--- config.mk ---
export PLATFORM = sky130hd
export DESIGN_NAME = ahb_resp_mux
export DESIGN_NICKNAME = d
export VERILOG_FILES = /design/src/rtl/ahb_resp_mux.sv
export SDC_FILE = /design/constraint.sdc
export NUM_CORES = 1
export LEC_CHECK = 0
export ABC_AREA = 1
export CAP_MARGIN = 20
export CORE_UTILIZATION = 31
export CTS_BUF_LIST = sky130_fd_sc_hd__clkbuf_8
export DETAILED_ROUTE_END_ITERATION = 10
export MAX_ROUTING_LAYER = met4
export PLACE_DENSITY = 0.8
export SETUP_SLACK_MARGIN = 0.5
export SLEW_MARGIN = 25
export SYNTH_ARGS = -nofsm -noshare
export SYNTH_HDL_FRONTEND = slang
export SYNTH_SLANG_ARGS = --single-unit
--- constraint.sdc ---
create_clock -name hclk -period 1.4 [get_ports hclk]
set_input_delay 0.28 -clock hclk [delete_from_list [all_inputs] [get_ports hclk]]
set_output_delay 0.28 -clock hclk [all_outputs]
set_load 0.03 [all_outputs]
--- src/rtl/ahb_resp_mux.sv ---
// AHB return-path multiplexer: routes the data-phase slave's hrdata/hready/hresp back to the
// master, with a wait-state watchdog that forces a two-cycle ERROR when a slave stalls too long.
module ahb_resp_mux #(
    parameter int DW      = 32,
    parameter int TIMEOUT = 16
) (
    input  logic          hclk,
    input  logic          hresetn,
    input  logic [1:0]    sel,
    input  logic [1:0]    htrans,
    input  logic [DW-1:0] hrdata_1,
    input  logic [DW-1:0] hrdata_2,
    input  logic [DW-1:0] hrdata_3,
    input  logic [DW-1:0] hrdata_4,
    input  logic          hreadyout_1,
    input  logic          hreadyout_2,
    input  logic          hreadyout_3,
    input  logic          hreadyout_4,
    input  logic          hresp_1,
    input  logic          hresp_2,
    input  logic          hresp_3,
    input  logic          hresp_4,
    output logic [DW-1:0] hrdata,
    output logic          hready,
    output logic          hresp,
    output logic          timeout_pulse
);

    localparam bit          WD_EN    = (TIMEOUT != 0);
    localparam logic [15:0] CNT_LAST = (TIMEOUT > 0) ? 16'(TIMEOUT - 1) : 16'd0;

    typedef enum logic [1:0] {
        ST_IDLE = 2'd0,
        ST_DATA = 2'd1,
        ST_ERR1 = 2'd2,
        ST_ERR2 = 2'd3
    } state_e;

    state_e        r_state;
    state_e        w_state_nxt;
    logic [1:0]    r_dsel;
    logic [15:0]   r_cnt;

    logic [DW-1:0] w_slv_rdata;
    logic          w_slv_ready;
    logic          w_slv_resp;
    logic          w_accept;
    logic          w_real_xfer;
    logic          w_wd_fire;
    logic          w_unused;

    // SEQ vs NONSEQ does not matter for response routing.
    assign w_unused    = htrans[0];
    assign w_real_xfer = htrans[1];
    // Our own hready marks the end of a data phase, i.e. the edge that accepts an address phase.
    assign w_accept    = hready;
    assign w_wd_fire   = WD_EN && (r_cnt == CNT_LAST);

    // NOTE: every output of an always_comb gets a default first so no path can infer a latch.
    always_comb begin
        w_slv_rdata = hrdata_1;
        w_slv_ready = hreadyout_1;
        w_slv_resp  = hresp_1;
        case (r_dsel)
            2'd1: begin
                w_slv_rdata = hrdata_2;
                w_slv_ready = hreadyout_2;
                w_slv_resp  = hresp_2;
            end
            2'd2: begin
                w_slv_rdata = hrdata_3;
                w_slv_ready = hreadyout_3;
                w_slv_resp  = hresp_3;
            end
            2'd3: begin
                w_slv_rdata = hrdata_4;
                w_slv_ready = hreadyout_4;
                w_slv_resp  = hresp_4;
            end
            default: ;
        endcase
    end

    // NOTE: sequential state uses non-blocking assignments so all registers update together.
    always_ff @(posedge hclk or negedge hresetn) begin
        if (!hresetn) begin
            r_state <= ST_IDLE;
        end else begin
            r_state <= w_state_nxt;
        end
    end

    always_comb begin
        w_state_nxt = r_state;
        if (w_accept) begin
            w_state_nxt = w_real_xfer ? ST_DATA : ST_IDLE;
        end else begin
            case (r_state)
                ST_DATA: if (w_wd_fire) w_state_nxt = ST_ERR1;
                ST_ERR1: w_state_nxt = ST_ERR2;
                default: ;
            endcase
        end
    end

    always_comb begin
        hrdata        = '0;
        hready        = 1'b1;
        hresp         = 1'b0;
        timeout_pulse = 1'b0;
        case (r_state)
            ST_DATA: begin
                hrdata = w_slv_rdata;
                hready = w_slv_ready;
                hresp  = w_slv_resp;
            end
            ST_ERR1: begin
                hready        = 1'b0;
                hresp         = 1'b1;
                timeout_pulse = 1'b1;
            end
            ST_ERR2: begin
                hresp = 1'b1;
            end
            default: ;
        endcase
    end

    // Data-phase select and wait counter; the counter saturates rather than wrapping.
    always_ff @(posedge hclk or negedge hresetn) begin
        if (!hresetn) begin
            r_dsel <= 2'd0;
            r_cnt  <= 16'd0;
        end else if (w_accept) begin
            if (w_real_xfer) begin
                r_dsel <= sel;
                r_cnt  <= 16'd0;
            end
        end else if (r_state == ST_DATA && r_cnt != 16'hFFFF) begin
            r_cnt <= r_cnt + 16'd1;
        end
    end

endmodule

==> impl_metrics.csv <==
group,metric,value,unit
outcome,status,"finished, violations left",
outcome,violations,"negative setup slack",
critical_path,endpoint_kind,"output pin",
detailed_routing,vias_per_cell,5.40,
synth,synth_cells,378,
synth,synth_warnings,0,
critical_path,crit_fanout,10,
clocking,cts_inserted_buffers,3,
detailed_routing,ant_nets,0,
synth,synth_most_common_cell,"nand2_1",
pwr,p_leak,2.19,nW
floorplanning,die_h,86.2,µm
sta,worst_pin_slew,0.478,ns
place,dpl_worst_slack,-0.339,ns
critical_path,crit_required,1.12,ns
sta,skew,0.00495,ns
critical_path,rr_worst_depth,14,
finish,final_nets,753,
sta,min_period,1.97,ns
critical_path,critPathLaunchType,"flop",
place,place_inst,685,
detailed_routing,drt_iter0_drc,209,
floorplanning,start_util,0.322,
detailed_routing,wire_per_inst,19.1,µm
grt,grt_antenna_before_repair,0,
detailed_routing,drc,0,
detailed_routing,wl,13500,µm
clocking,cts_root_buffer,"clkbuf_8",
pwr,finalPower,10.6,mW
synth,synth_seq_cells,20,
sta,rsz0062_at_grt,"true",
sta,finalWorstSetupSlack,-0.565,ns
synth,synth_top_area_share,0.331,
grt,grt-ovfl-total,0,
synth,synth_edf_count,0,
grt,grt_max_degree,33,
pwr,vdd_drop_max,1.36,mV
synth,synth_fp_nets,521,
synth,synthDistinctLibCells,25,
synth,yosys-top-cells-area,"nand2_1, dfrtp_1, a41oi_1",
finish,stdcell_count,705,
sta,relSlewSlack,0.680,
clocking,cts_sinks,20,
finish,design_area,5650,µm²
sta,holdWs,0.347,ns
clocking,ctsLongestPathBuffers,2,
grt,grt_pass1_wl,19000,µm
place,dp_hpwl,8820,µm
floorplanning,ios,177,
finish,syn_to_final_growth,157,%
clocking,tritoncts,"built",
clocking,worstSkewPairLatency,0.27,ns
synth,yosys.area.top_type,"nand2_1",
synth,synthesis.area,2200,µm²
place,port_buffers,175,
place,placed_area,5070,µm²
synth,avgSynthCellArea,5.81,µm²
finish,fin_util,0.827,
synth,async_reset_ff_frac,1.00,
place,place_congestion,0.986,
sta,finalSetupViolations,55,
pwr,p_per_area,1870,nW/µm²
clocking,cts.reportedPaths.clkPinSlew,0.08,ns
sta,maxSlewViolCount,0,
clocking,htree_levels,1,
sta,fin_crit_sh,1.40,
sta,hold_viol_final,0,
grt,grt_use_total,0.339,
synth,ys.flop_type,"dfrtp_1",
finish,drive_gt1_frac,0.314,
critical_path,path_class,"reg -> out",
clocking,hold_buffers,0,
sta,fmax,509,MHz
critical_path,crit_arrival,1.69,ns
worst_hold_path,hold_class,"in -> async",
sta,setup_tns,-27.51,ns
finish,n_antenna_cell,0,
floorplanning,die-width,86.2,µm
synth,synth_seq_area_share,0.228,
synth,ys_top_cells_by_count,"nand2_1, a41oi_1, nand3_1",
floorplanning,die_area,7430,µm²
run,drv_cap,0,
floorplanning,core_area,6830,µm²
floorplanning,rows,30,
detailed_routing,vias,3806,
detailed_routing,drt_pre_antenna_iters,5,
grt,grt_pass1_vias,3731,
## power breakdown
part | switching, mW | internal (mW) | leakage [nW]
clock | 0.218 | 0.382 | 0.0357
combinational | 5.14 | 4.04 | 1.89
sequential | 0.112 | 0.667 | 0.269
## metal layers
layer	share of wire	routed length, µm	vias to the layer above	GRT usage
met3	0.090	1210	56	0.0771
met2	0.51	6880	228	0.593
met5	0	0	-	-
li1	-	-	1733	-
met4	0.044	592	0	0.142
met1	0.35	4780	1789	0.371
## layout by cell type (no fill, tap or decap), drive strengths merged
cell type / n
a21oi: 2
a41oi: 32
buf: 101
bufinv: 1
clkbuf: 4
clkdlybuf4s50: 140
dfrtp: 20
ha: 1
inv: 23
nand2: 200
nand3: 36
nand4: 3
nor2: 30
nor4: 1
o21ai: 4
o21bai: 1
xnor2: 3
xor2: 7
## repair_timing
item | CTS | global route
setup buffers | 7 | 3
pin swaps | 7 | 6
cloned | 4 | 2
resized for setup | 61 | 23
endpoints found under the setup margin | 55 | 55
## cells by family (layout without fill, tap and decap cells)
family / Yosys count / count (layout) / share of synthesized area
buf+inv: 42 / 269 / 0.0831
simple gates: 266 / 270 / 0.497
compound gates: 39 / 39 / 0.146
fa+ha+maj: 1 / 1 / 0.00569
xor+xnor: 10 / 10 / 0.0399
flops: 20 / 20 / 0.228
## state kept, by name (all words and copies together), names as in the netlist
register  flops
r_cnt        16
r_dsel        2
r_state       2
## worst max-delay path, stage by stage, from the launching register on
cell,delay (ns)
dfrtp_2,0.47
inv_4,0.10
nand2_1,0.08
inv_4,0.14
buf_12,0.15
nand2_1,0.11
a41oi_4,0.21
buf_6,0.16
## final timing paths
check                      startpoint          to  slack, ns
min reg2reg                 r_cnt[10]   r_cnt[10]       0.61
max                         r_dsel[1]  hrdata[10]      -0.57
max in group asynchronous     hresetn   r_dsel[1]       0.82
min                           hresetn    r_cnt[0]       0.35
max reg2reg                 r_dsel[0]    r_cnt[5]      -0.54
min in group hclk              sel[1]   r_dsel[1]       0.56
## area by class of cell
cell class                 instances  area, µm²
tap                               96        120
clock buffer                       3       41.3
timing repair buffer             242       2460
multi-input combinational        320       2400
clock inverter                     1       30.0
sequential                        20        503
inverter                          23        101
fill                             408       1180
No activity file was read; power rests on OpenSTA's default activity.
